File: src/rtl/lane_alu_pkg.sv
// lane_alu_pkg: opcodes, FSM state encoding and lane-width helper shared by the lane ALU files.
package lane_alu_pkg;
  localparam logic [3:0] OP_ADD = 4'd0;
  localparam logic [3:0] OP_MUL = 4'd1;
  localparam logic [3:0] OP_SH  = 4'd2;
  localparam logic [3:0] OP_SLT = 4'd3;
  localparam logic [3:0] OP_AND = 4'd4;
  localparam logic [3:0] OP_OR  = 4'd5;
  localparam logic [3:0] OP_XOR = 4'd6;
  localparam logic [3:0] OP_NOT = 4'd7;
  localparam logic [3:0] OP_NEG = 4'd8;
  typedef enum logic [1:0] {S_IDLE, S_EXEC, S_MUL, S_DONE} state_e;
  function automatic int lane_width(input int width, input int lanes);
    return width / lanes;
  endfunction
endpackage

File: src/rtl/lane_alu_seq_if.sv
// lane_alu_seq_if: request/result handshake bundle of the lane ALU.
//   master: requester (decode/execute side), slave: the ALU.
//   in_valid/in_ready/op/is_packed/a/b carry the request,
//   out_valid/out_ready/result/carry/illegal carry the result.
interface lane_alu_seq_if #(parameter int WIDTH = 16, parameter int LANES = 2);
  logic             in_valid;
  logic             in_ready;
  logic [3:0]       op;
  logic             is_packed;
  logic [WIDTH-1:0] a;
  logic [WIDTH-1:0] b;
  logic             out_valid;
  logic             out_ready;
  logic [WIDTH-1:0] result;
  logic [LANES-1:0] carry;
  logic             illegal;
  modport master (output in_valid, op, is_packed, a, b, out_ready,
                  input in_ready, out_valid, result, carry, illegal);
  modport slave  (input in_valid, op, is_packed, a, b, out_ready,
                  output in_ready, out_valid, result, carry, illegal);
endinterface

File: src/rtl/lane_mul_seq.sv
// lane_mul_seq: iterative shift-add multiplier, full width or LANES parallel lanes.
//   start/is_packed/a/b: load operands (one cycle pulse),
//   done: high during the final iteration, product: accumulator value after that iteration.
module lane_mul_seq import lane_alu_pkg::*; #(
  parameter int WIDTH = 16,
  parameter int LANES = 2
) (
  input  logic             clk,
  input  logic             reset,
  input  logic             start,
  input  logic             is_packed,
  input  logic [WIDTH-1:0] a,
  input  logic [WIDTH-1:0] b,
  output logic             done,
  output logic [WIDTH-1:0] product
);
  localparam int LW = lane_width(WIDTH, LANES);
  localparam int CW = $clog2(WIDTH + 1);
  // lane MSB and LSB positions; carries and shifts are cut there in packed mode
  localparam logic [WIDTH-1:0] HI = {LANES{{1'b1, {(LW-1){1'b0}}}}};
  localparam logic [WIDTH-1:0] LO = {LANES{{{(LW-1){1'b0}}, 1'b1}}};
  logic [WIDTH-1:0] mcand_q, mcand_d, mplier_q, mplier_d, acc_q, acc_d;
  logic [WIDTH-1:0] hi, lo, lane_sel, pp, sum;
  logic [CW-1:0]    cnt_q, cnt_d;
  logic             busy_q, busy_d, pk_q, pk_d;
  for (genvar g = 0; g < LANES; g++) begin : g_sel
    assign lane_sel[g*LW +: LW] = {LW{pk_q ? mplier_q[g*LW] : mplier_q[0]}};
  end
  always_comb begin
    hi = pk_q ? HI : '0;
    lo = pk_q ? LO : '0;
    pp = mcand_q & lane_sel;
    // add with lane MSBs summed separately so no carry crosses a lane boundary
    sum = ((acc_q & ~hi) + (pp & ~hi)) ^ ((acc_q ^ pp) & hi);
    mcand_d = start ? b : busy_q ? (mcand_q << 1) & ~lo : mcand_q;
    mplier_d = start ? a : busy_q ? (mplier_q >> 1) & ~hi : mplier_q;
    acc_d = start ? '0 : busy_q ? sum : acc_q;
    pk_d = start ? is_packed : pk_q;
    cnt_d = start ? (is_packed ? CW'(LW) : CW'(WIDTH)) : busy_q ? cnt_q - 1'b1 : cnt_q;
    busy_d = start | (busy_q & (cnt_q != CW'(1)));
    done = busy_q & (cnt_q == CW'(1));
    product = sum;
  end
  always_ff @(posedge clk or negedge reset) begin
    if (!reset) begin
      mcand_q <= '0;
      mplier_q <= '0;
      acc_q <= '0;
      cnt_q <= '0;
      busy_q <= 1'b0;
      pk_q <= 1'b0;
    end else begin
      mcand_q <= mcand_d;
      mplier_q <= mplier_d;
      acc_q <= acc_d;
      cnt_q <= cnt_d;
      busy_q <= busy_d;
      pk_q <= pk_d;
    end
  end
endmodule

File: src/rtl/lane_alu_seq.sv
// lane_alu_seq: sequential full-width / packed-lane ALU behind a valid/ready handshake.
//   clk, reset (async, active low), bus: lane_alu_seq_if slave (request in, result out).
module lane_alu_seq import lane_alu_pkg::*; #(
  parameter int WIDTH = 16,
  parameter int LANES = 2
) (
  input logic           clk,
  input logic           reset,
  lane_alu_seq_if.slave bus
);
  localparam int LW = lane_width(WIDTH, LANES);
  state_e           state_q, state_d;
  logic [3:0]       op_q, op_d;
  logic             pk_q, pk_d, illegal_q, illegal_d;
  logic [WIDTH-1:0] a_q, a_d, b_q, b_d, result_q, result_d;
  logic [WIDTH-1:0] pk_result, full_r, ex_result, mul_product;
  logic [LANES-1:0] carry_q, carry_d, pk_carry, ex_carry;
  logic             full_c, in_ready, out_valid, accept, mul_done, mul_fin;
  // operands are zero-extended to w bits; returns the w-bit result with the add carry at bit w
  function automatic logic [WIDTH:0] lane_op(input logic [WIDTH-1:0] x, y, input logic [3:0] o, input int w);
    logic [WIDTH-1:0] m, mag, shv, r;
    logic [WIDTH:0]   s, cbit;
    logic             sgn, c;
    m = {WIDTH{1'b1}} >> (WIDTH - w);
    cbit = {m, 1'b1} & ~{1'b0, m};
    s = {1'b0, x} + {1'b0, y};
    sgn = |(x & (m ^ (m >> 1)));
    mag = sgn ? (~x + 1'b1) & m : x;
    shv = (mag >= WIDTH'(w)) ? '0 : sgn ? y >> mag : (y << mag) & m;
    r = (o == OP_SH)  ? shv :
        (o == OP_SLT) ? WIDTH'(y < x) :
        (o == OP_AND) ? x & y :
        (o == OP_OR)  ? x | y :
        (o == OP_XOR) ? x ^ y :
        (o == OP_NOT) ? ~y & m :
        (o == OP_NEG) ? (~y + 1'b1) & m :
                        s[WIDTH-1:0] & m;
    // illegal opcodes execute as add, including its carry
    c = ((o == OP_ADD) || (o > OP_NEG)) && |(s & cbit);
    return {1'b0, r} | (c ? cbit : '0);
  endfunction
  for (genvar g = 0; g < LANES; g++) begin : g_lane
    assign {pk_carry[g], pk_result[g*LW +: LW]} =
      (LW+1)'(lane_op(WIDTH'(a_q[g*LW +: LW]), WIDTH'(b_q[g*LW +: LW]), op_q, LW));
  end
  assign {full_c, full_r} = lane_op(a_q, b_q, op_q, WIDTH);
  lane_mul_seq #(.WIDTH(WIDTH), .LANES(LANES)) u_mul (
    .clk       (clk),
    .reset     (reset),
    .start     (accept && (bus.op == OP_MUL)),
    .is_packed (bus.is_packed),
    .a         (bus.a),
    .b         (bus.b),
    .done      (mul_done),
    .product   (mul_product)
  );
  always_ff @(posedge clk or negedge reset) begin
    if (!reset) state_q <= S_IDLE;
    else state_q <= state_d;
  end
  always_comb begin
    state_d = (state_q == S_IDLE) ? (accept ? ((bus.op == OP_MUL) ? S_MUL : S_EXEC) : S_IDLE) :
              (state_q == S_EXEC) ? S_DONE :
              (state_q == S_MUL)  ? (mul_done ? S_DONE : S_MUL) :
                                    (bus.out_ready ? S_IDLE : S_DONE);
  end
  always_comb begin
    // state is already IDLE during reset; gate so requests are refused until release
    in_ready = reset && (state_q == S_IDLE);
    out_valid = (state_q == S_DONE);
    accept = bus.in_valid && in_ready;
    mul_fin = (state_q == S_MUL) && mul_done;
  end
  always_comb begin
    ex_result = pk_q ? pk_result : full_r;
    ex_carry = pk_q ? pk_carry : LANES'(full_c);
    op_d = accept ? bus.op : op_q;
    pk_d = accept ? bus.is_packed : pk_q;
    a_d = accept ? bus.a : a_q;
    b_d = accept ? bus.b : b_q;
    result_d = (state_q == S_EXEC) ? ex_result : mul_fin ? mul_product : result_q;
    carry_d = (state_q == S_EXEC) ? ex_carry : mul_fin ? '0 : carry_q;
    illegal_d = (state_q == S_EXEC) ? (op_q > OP_NEG) : mul_fin ? 1'b0 : illegal_q;
  end
  always_ff @(posedge clk or negedge reset) begin
    if (!reset) begin
      op_q <= '0;
      pk_q <= 1'b0;
      a_q <= '0;
      b_q <= '0;
      result_q <= '0;
      carry_q <= '0;
      illegal_q <= 1'b0;
    end else begin
      op_q <= op_d;
      pk_q <= pk_d;
      a_q <= a_d;
      b_q <= b_d;
      result_q <= result_d;
      carry_q <= carry_d;
      illegal_q <= illegal_d;
    end
  end
  assign bus.in_ready = in_ready;
  assign bus.out_valid = out_valid;
  assign bus.result = result_q;
  assign bus.carry = carry_q;
  assign bus.illegal = illegal_q;
endmodule

File: src/flat_wrapper.sv
// flat-port wrapper written by rule: the top's interface ports become plain ports
module lane_alu_seq_flat import lane_alu_pkg::*;
#(
  parameter int WIDTH = 16,
  parameter int LANES = 2
)
  (clk, reset, bus_in_valid, bus_op, bus_is_packed, bus_a, bus_b, bus_out_ready, bus_in_ready, bus_out_valid, bus_result, bus_carry, bus_illegal);
  lane_alu_seq_if #(.WIDTH(WIDTH), .LANES(LANES)) bus_i ();
  input logic clk;
  input logic reset;
  input wire logic [$bits(bus_i.in_valid)-1:0] bus_in_valid;
  input wire logic [$bits(bus_i.op)-1:0] bus_op;
  input wire logic [$bits(bus_i.is_packed)-1:0] bus_is_packed;
  input wire logic [$bits(bus_i.a)-1:0] bus_a;
  input wire logic [$bits(bus_i.b)-1:0] bus_b;
  input wire logic [$bits(bus_i.out_ready)-1:0] bus_out_ready;
  output wire logic [$bits(bus_i.in_ready)-1:0] bus_in_ready;
  output wire logic [$bits(bus_i.out_valid)-1:0] bus_out_valid;
  output wire logic [$bits(bus_i.result)-1:0] bus_result;
  output wire logic [$bits(bus_i.carry)-1:0] bus_carry;
  output wire logic [$bits(bus_i.illegal)-1:0] bus_illegal;
  assign bus_i.in_valid = bus_in_valid;
  assign bus_i.op = bus_op;
  assign bus_i.is_packed = bus_is_packed;
  assign bus_i.a = bus_a;
  assign bus_i.b = bus_b;
  assign bus_i.out_ready = bus_out_ready;
  assign bus_in_ready = bus_i.in_ready;
  assign bus_out_valid = bus_i.out_valid;
  assign bus_result = bus_i.result;
  assign bus_carry = bus_i.carry;
  assign bus_illegal = bus_i.illegal;
  lane_alu_seq #(.WIDTH(WIDTH), .LANES(LANES)) u_core (.clk(clk), .reset(reset), .bus(bus_i));
endmodule
File: config.mk
export PLATFORM = sky130hd
export DESIGN_NAME = lane_alu_seq_flat
export DESIGN_NICKNAME = d
export VERILOG_FILES = /design/src/rtl/lane_alu_pkg.sv /design/src/rtl/lane_alu_seq_if.sv /design/src/rtl/lane_mul_seq.sv /design/src/rtl/lane_alu_seq.sv /design/src/flat_wrapper.sv
export SDC_FILE = /design/constraint.sdc
export NUM_CORES = 1
export LEC_CHECK = 0
export ABC_AREA = 1
export ABC_CLOCK_PERIOD_IN_PS = 6100
export BUFFER_PORTS_ARGS = -buffer_cell sky130_fd_sc_hd__buf_2
export CORE_MARGIN = 8
export CORE_UTILIZATION = 55
export CTS_CLUSTER_DIAMETER = 100
export DETAILED_ROUTE_END_ITERATION = 12
export GPL_TIMING_DRIVEN = 0
export HOLD_SLACK_MARGIN = 0.12
export PLACE_DENSITY = 0.73
export SLEW_MARGIN = 20
export SYNTH_ARGS = -nofsm -noshare
export SYNTH_HDL_FRONTEND = slang
export SYNTH_SLANG_ARGS = --single-unit
File: constraint.sdc
create_clock -name clk -period 6.1 [get_ports clk]
set_clock_uncertainty 0.2 [all_clocks]
set_input_delay 0.61 -clock clk [delete_from_list [all_inputs] [get_ports clk]]
set_output_delay 0.61 -clock clk [all_outputs]
set_load 0.005 [all_outputs]
# Yosys cells after proc, flatten, opt, wreduce, memory -nomap -nowiden
# Index checks and enable logic that the tools add are counted.
[word_totals]
input_bits = 41
wordCells = 154
out_inout_bits = 21
regBits = 113
[classes]
shifts = 6
bitwise = 31
muxes = 60
reduce_logical = 12
eq_ne = 13
magnitude_cmp = 7
add_sub_neg = 11
[op_table]
columns = ["op", "count"]
rows = [
  ["16-bit 2-to-1 mux", 20],
  ["9-bit 2-to-1 mux", 19],
  ["16-bit AND", 6],
  ["16-bit inverter", 3],
  ["16-bit bitwise XOR", 3],
  ["16-bit by 1-bit adder with 16-bit output (second input constant)", 2],
  ["8-bit by 1-bit adder with 8-bit output (second input constant)", 4],
  ["16-bit by 4-bit greater-or-equal comparator with 1-bit output (second input constant)", 2],
  ["8-bit 2-to-1 mux", 4],
  ["8-bit inverter", 4],
  ["8-bit by 16-bit << shifter with 8-bit output", 2],
  ["8-bit by 16-bit right shift with 9-bit output", 2],
  ["8-bit by 8-bit adder with 9-bit output", 2],
  ["2-bit 2-to-1 mux", 9],
  ["9-bit bitwise OR", 2],
  ["16-bit by 16-bit adder with 17-bit output", 1],
  ["17-bit 2-to-1 mux", 1],
  ["16-bit by 17-bit bitwise OR with 17-bit output", 1],
  ["16-bit adder", 1],
  ["15-bit by 16-bit AND with 16-bit output", 1],
  ["8-bit AND", 2],
  ["4-bit by 3-bit == test with 1-bit output (second input constant)", 4],
  ["16-bit by 5-bit greater-or-equal comparator with 1-bit output (second input constant)", 1],
  ["16-bit less-than comparator", 1],
  ["25 further kinds", 43],
]

# Logic depth before layout (Yosys ltp)
[logic_depth]
depth_word = 12
depth_mapped = 27

# Cells and area by module
# A second synthesis with hierarchy kept.
[hier_totals]
hier_cells = 1942
hier_area_um2 = 12122.9
[by_module_without_submodules]
columns = ["module", "cells_each", "seq_area_each_um2", "n_inst", "area_each_um2"]
rows = [
  ["lane_alu_seq", 1481, 1451.4, 1, 8710.9],
  ["lane_mul_seq", 461, 1376.3, 1, 3412.0],
]

# Worst setup path after synthesis
# No wires, ideal clock.
[synth_path]
path_kind = "reg2reg"
startpoint = "register u_core.a_q[7]"
endpoint = "register u_core.result_q[10], in the netlist u_core.bus.result[10]"
stages_incl_launch_ff = 22
arrival_ns = 2.623
setup_slack_ns = 3.160
synth_period_minus_slack_ns = 2.940
n_path_buf = 2
setup_ns = 0.117
path_cell_list = "dfrtp_1 > clkbuf_1 > inv_1 > clkbuf_1 > ha_1 > inv_1 > o21ai_0 > inv_1 > o21ai_0 > nand2_1 > nand2_1 > nor2_1 > o21ai_0 > nand2_1 > nand2_1 > nand2_1 > nand2_1 > nand2_1 > nand2_1 > nand3_1 > nand2_1 > nand2_1"
[synth_between]
elab_chain_cells = 11
word_cells_on_any_way = 19
classes_between = "add/sub (2); order compare (1); shift (2); mux (12); bitwise (2)"
[synth_rtl]
columns = ["element", "line_no", "rtl"]
rows = [
  ["start: declaration", "lane_alu_seq.sv:15", "logic [WIDTH-1:0] a_q, a_d, b_q, b_d, result_q, result_d;"],
  ["start signal: assignment", "lane_alu_seq.sv:89", "a_q <= '0;"],
  ["start signal: assignment", "lane_alu_seq.sv:97", "a_q <= a_d;"],
  ["parallel branches: the longest is 7 deep, another holds 16-bit by 1-bit adder with 16-bit output", "n/a", ""],
  ["16-bit 2-to-1 mux *", "lane_alu_seq.sv:30", "r = (o == OP_SH) ? shv :"],
  ["16-bit by 17-bit bitwise OR with 17-bit output *", "lane_alu_seq.sv:40", "return {1'b0, r} | (c ? cbit : '0);"],
  ["16-bit 2-to-1 mux *", "lane_alu_seq.sv:75", "ex_result = pk_q ? pk_result : full_r;"],
  ["16-bit 2-to-1 mux *", "lane_alu_seq.sv:81", "result_d = (state_q == S_EXEC) ? ex_result : mul_fin ? mul_product : result_q;"],
  ["end signal: assignment", "lane_alu_seq.sv:99", "result_q <= result_d;"],
  ["end: declaration", "lane_alu_seq.sv:15", ""],
]
# Mark *: on every way between the ends.
# A chain may end at the register's enable or synchronous reset.

# Worst setup path after layout
[layout_path]
startpoint = "register u_core.b_q[10]"
endpoint = "register u_core.result_q[13], in the netlist u_core.bus.result[13]"
[layout_between]
elab_chain_cells = 12
word_cells_on_any_way = 32
classes_between = "add/sub (4); shift (4); mux (20); bitwise (4)"
[layout_rtl]
columns = ["element", "line_no", "rtl"]
rows = [
  ["start: declaration", "lane_alu_seq.sv:15", ""],
  ["start signal: assignment", "lane_alu_seq.sv:90", "b_q <= '0;"],
  ["start signal: assignment", "lane_alu_seq.sv:98", "b_q <= b_d;"],
  ["16-bit inverter or 8-bit inverter (tied branches)", "lane_alu_seq.sv:36", "(o == OP_NEG) ? (~y + 1'b1) & m :"],
  ["16-bit by 1-bit adder with 16-bit output or 8-bit by 1-bit adder with 8-bit output (tied branches)", "lane_alu_seq.sv:36", ""],
  ["16-bit 2-to-1 mux or 8-bit 2-to-1 mux (tied branches)", "lane_alu_seq.sv:36", ""],
  ["16-bit 2-to-1 mux or 9-bit 2-to-1 mux (tied branches)", "lane_alu_seq.sv:35", "(o == OP_NOT) ? ~y & m :"],
  ["16-bit 2-to-1 mux or 9-bit 2-to-1 mux (tied branches)", "lane_alu_seq.sv:34", "(o == OP_XOR) ? x ^ y :"],
  ["16-bit 2-to-1 mux or 9-bit 2-to-1 mux (tied branches)", "lane_alu_seq.sv:33", "(o == OP_OR) ? x | y :"],
  ["16-bit 2-to-1 mux or 9-bit 2-to-1 mux (tied branches)", "lane_alu_seq.sv:32", "(o == OP_AND) ? x & y :"],
  ["16-bit 2-to-1 mux or 9-bit 2-to-1 mux (tied branches)", "lane_alu_seq.sv:31", "(o == OP_SLT) ? WIDTH'(y < x) :"],
  ["16-bit 2-to-1 mux or 9-bit 2-to-1 mux (tied branches)", "lane_alu_seq.sv:30", ""],
  ["16-bit by 17-bit bitwise OR with 17-bit output or 9-bit bitwise OR (tied branches)", "lane_alu_seq.sv:40", ""],
  ["16-bit 2-to-1 mux *", "lane_alu_seq.sv:75", ""],
  ["16-bit 2-to-1 mux *", "lane_alu_seq.sv:81", ""],
]
# Every way passes the cells marked *; elsewhere a longest branch is shown, timed or not.

==> run metrics <==
Switch Pwr=around 0.0053 W; Comb pwr share=71.2%; DR vias/cell=approximately 6.3; FP Rows=54; measured slew at the worst slew-check pin=slightly above 1 ns; share of cells above drive strength 1=a little under a tenth; routed wire length=roughly 50 mm; synth unique cells=59; GP Congestion=around 1.1; slew margin rel.=31.44%; Netlist Area Pre-Place=approximately 12,000 um2; Post-Syn Instances=between 1,500 and 2,000; commonest non-fill, non-tap cell in the layout=nand2_1; endpoint kind of the worst setup timing path=register; width of the die=roughly 160 um; DR WL met2=between 20 and 25 mm; Core ar.=21,550 um2; Final period util=roughly 74%; P_leak=between 6 and 7 nW; most frequent cells in the layout=nand2_1 (531), inv_1 (203), nand3_1 (180); # nets final=between 2,000 and 2,500; Hold Crit Start=bus_op[1]; grt ovf=0; Hold Crit Depth=3; met3 wire length=5.480 mm; Final Max Tran Viols=0; H-tree depth=4; clk sinks=about 110; Switching Fraction=between 50% and 60%; Int Pwr=0.003651 W; status=completed; vias in the first global route=about 13,000; GRT Total Usage=36.48%; FF-to-FF End=u_core.bus.result[13]; Final HPWL DP=roughly 39 mm; Post-DRT Antenna Nets=0; deepest clock path buffer count=2; Fmax=around 0.22 GHz; Die H=around 160 um; Resized cells post-CTS=0; Arr. time, crit path=4.64 ns; clock root cell=clkbuf_16; max incr delay on CP=around 0.74 ns; synthesized flop and latch total=about 110; final instance area=13,280 um2; I/O Buffers=around 60; # setup viols final=0; final hold violation count=0; DRT Pass-1 Iters=9; DRC=0; Starting Density=55.36%; placed instance area=about 13,000 um2; CP max-delay cell=dfrtp_1; die area=around 27,000 um2; largest net degree at the start of global routing=just over 60; antenna violations before repair=0; Worst VDD drop=approximately 0.00034 V; first-pass GRT wire length=between 70 and 80 mm; Ys Warns=0; critical path peak fanout=9; sequential share of the synthesized area=23.70%; Skew-Pair Late Insertion Delay=~0.43 ns; HP Class=in2reg; max layer used=met4; Worst Reg-to-Reg Cells=16; wire per inst=about 22 um; wl on met1=about 19 mm; RSZ-0062 raised after global routing=false; crit path kind=reg2reg; final setup TNS=0 ns; CTS tree=done; Syn-to-layout area delta=11.27%; post-CTS setup buffers=0; worst r2r src=u_core.b_q[10]; cells along the critical path=inv_1, ha_1, clkbuf_1, nand2_1, nand2_1, inv_1, o21a_1, nand2_1, xor2_1, a21oi_1, o21ai_0, a21boi_0, o21ai_0, o21ai_0, a21oi_1, a21oi_2; CP required=roughly 6.2 ns; ANT cells=0; reg-to-reg slack, setup=about 1.6 ns; Syn Nets=between 2,000 and 2,500; total I/O pin count=62; Clk pwr share=12.3%; Flop pwr share=~17%; initial DRC count=~1,800; worst min-delay path endpoint=u_core.op_q[1]; Avg Inst Size Synth=6.293 um2; number of CTS-inserted buffers=17; vias=14,234; startpoint class of the critical path=register; Cell Pwr Density=a little under 700 nW/um2; max-cap viol count=0; CTS clk-pin slew, worst paths=about 0.06 ns; min Tclk post-route=4.529 ns
==> how the worst max path moves through the flow <==
stage | cells past startpoint | slack (ns) | start | end
final | 16 | 1.57 | u_core.b_q[10] | u_core.bus.result[13]
after global routing | 12 | 1.45 | reset | u_core.u_mul.mplier_q[13]
after CTS | 15 | 1.73 | u_core.b_q[10] | u_core.bus.result[13]
after detailed placement | 15 | 1.77 | u_core.b_q[10] | u_core.bus.result[13]
after global placement | 10 | 0.85 | reset | u_core.u_mul.mplier_q[9]
after floorplan | 21 | 3.16 | u_core.a_q[7] | u_core.bus.result[10]
==> cells in the mapped netlist, drive strengths merged <==
cell type  instances  share of area (%)
a2111oi            1              0.073
a211oi             2               0.13
a21boi             3               0.19
a21o               3               0.19
a21oi            108                4.6
a221oi             2               0.15
a22o               9               0.66
a22oi              5               0.31
a31oi             10               0.52
a32o               1              0.084
and2               2               0.10
buf               28                1.5
clkbuf            58                1.9
clkinv             7               0.23
dfrtp            113                 24
fa                 3               0.50
ha                72                7.6
inv              211                6.6
nand2            546                 18
nand3            191                8.8
nand3b             5               0.31
nand4             25                1.6
nor2             163                5.6
nor3              19               0.88
nor3b              1              0.063
nor4               2               0.10
o2111ai            7               0.51
o211ai            38                2.4
o21a               5               0.31
o21ai            176                7.4
o21bai             4               0.25
o221ai            21                1.5
o22ai             13               0.68
o311ai             1              0.073
o31ai              3               0.19
or2               10               0.52
xnor2              7               0.51
xor2              21                1.5
==> layout make-up <==
class	count	area, um2
fillers	2113	8277
multi-input cells	1479	7884
flip-flops and latches	113	2828
inverters	218	819.5
clock buffers	18	439.2
plain buffers	86	405.4
well taps	280	350.3
repair buffers	63	349.1
clock inverters	14	201.4
==> stage by stage <==
| step | utilization (%) | power [W] | std cells | setup slack, ns | hold slack [ns] |
|---|---|---|---|---|---|
| floorplan | - | 0.005559 | 1896 | 3.160 | 0.1144 |
| global placement | 58.40 | 0.007542 | 2237 | 0.8461 | 0.2607 |
| detailed placement | 58.58 | 0.007584 | 2238 | 1.772 | 0.2842 |
| CTS | 61.60 | 0.008713 | 2271 | 1.732 | 0.2218 |
| global route | 61.60 | 0.009585 | 2271 | 1.445 | 0.2349 |
| finish | 61.60 | 0.008987 | 2271 | 1.571 | 0.2188 |
==> flip-flops by register name, summed over array words and instances, names as in the netlist <==
| signal | flops |
|---|---|
| u_core.u_mul.busy_q | 1 |
| u_core.state_q | 2 |
| u_core.op_q | 4 |
| u_core.a_q | 16 |
| u_core.b_q | 16 |
| u_core.u_mul.mcand_q | 16 |
| u_core.u_mul.mplier_q | 16 |
| u_core.bus.illegal | 1 |
| u_core.pk_q | 1 |
| u_core.bus.carry | 2 |
| u_core.bus.result | 16 |
| u_core.u_mul.cnt_q | 5 |
| u_core.u_mul.pk_q | 1 |
| u_core.u_mul.acc_q | 16 |
==> worst max-delay path: cells and delay by family (launching register included) <==
kind	cells	cell delay [ns]
xor gates and xnor gates	1	0.15
adders and majority gates	1	0.35
and+or+nand+nor	3	0.33
AOI/OAI and AO/OA	8	1.76
buffers and inverters	3	0.87
DFF	1	0.74
==> layer usage <==
layer	up-vias	global-route usage, %
met1	6537	46.84
li1	6494	-
met5	-	0
met4	0	19.77
met3	202	6.527
met2	1001	57.40
==> power groups by stage <==
stage	Combinational, W	Clock, W	Sequential (W)
2_1_floorplan	0.00425	0	0.00130
3_3_place_gp	0.00609	0	0.00146
3_5_place_dp	0.00612	0	0.00147
4_1_cts	0.00616	0.00110	0.00146
5_1_grt	0.00695	0.00113	0.00150
6_report	0.00639	0.00110	0.00149
==> timing repair <==
item	CTS	global route
endpoints found under the hold margin	54	0
setup endpoints to repair	0	0
hold buffers	1	0
==> cells by family (layout without fill, tap and decap cells) <==
kind of cell	count (synthesis)	count (layout)	synth area share, %
AO/OA/AOI/OAI	412	412	20.30
XOR/XNOR	28	28	2.055
adder cells (fa/ha/maj)	75	75	8.054
buffers and inverters	304	399	10.27
flip-flops	113	113	23.70
AND/OR/NAND/NOR	964	964	35.62
(Power assumes the default switching activity.)
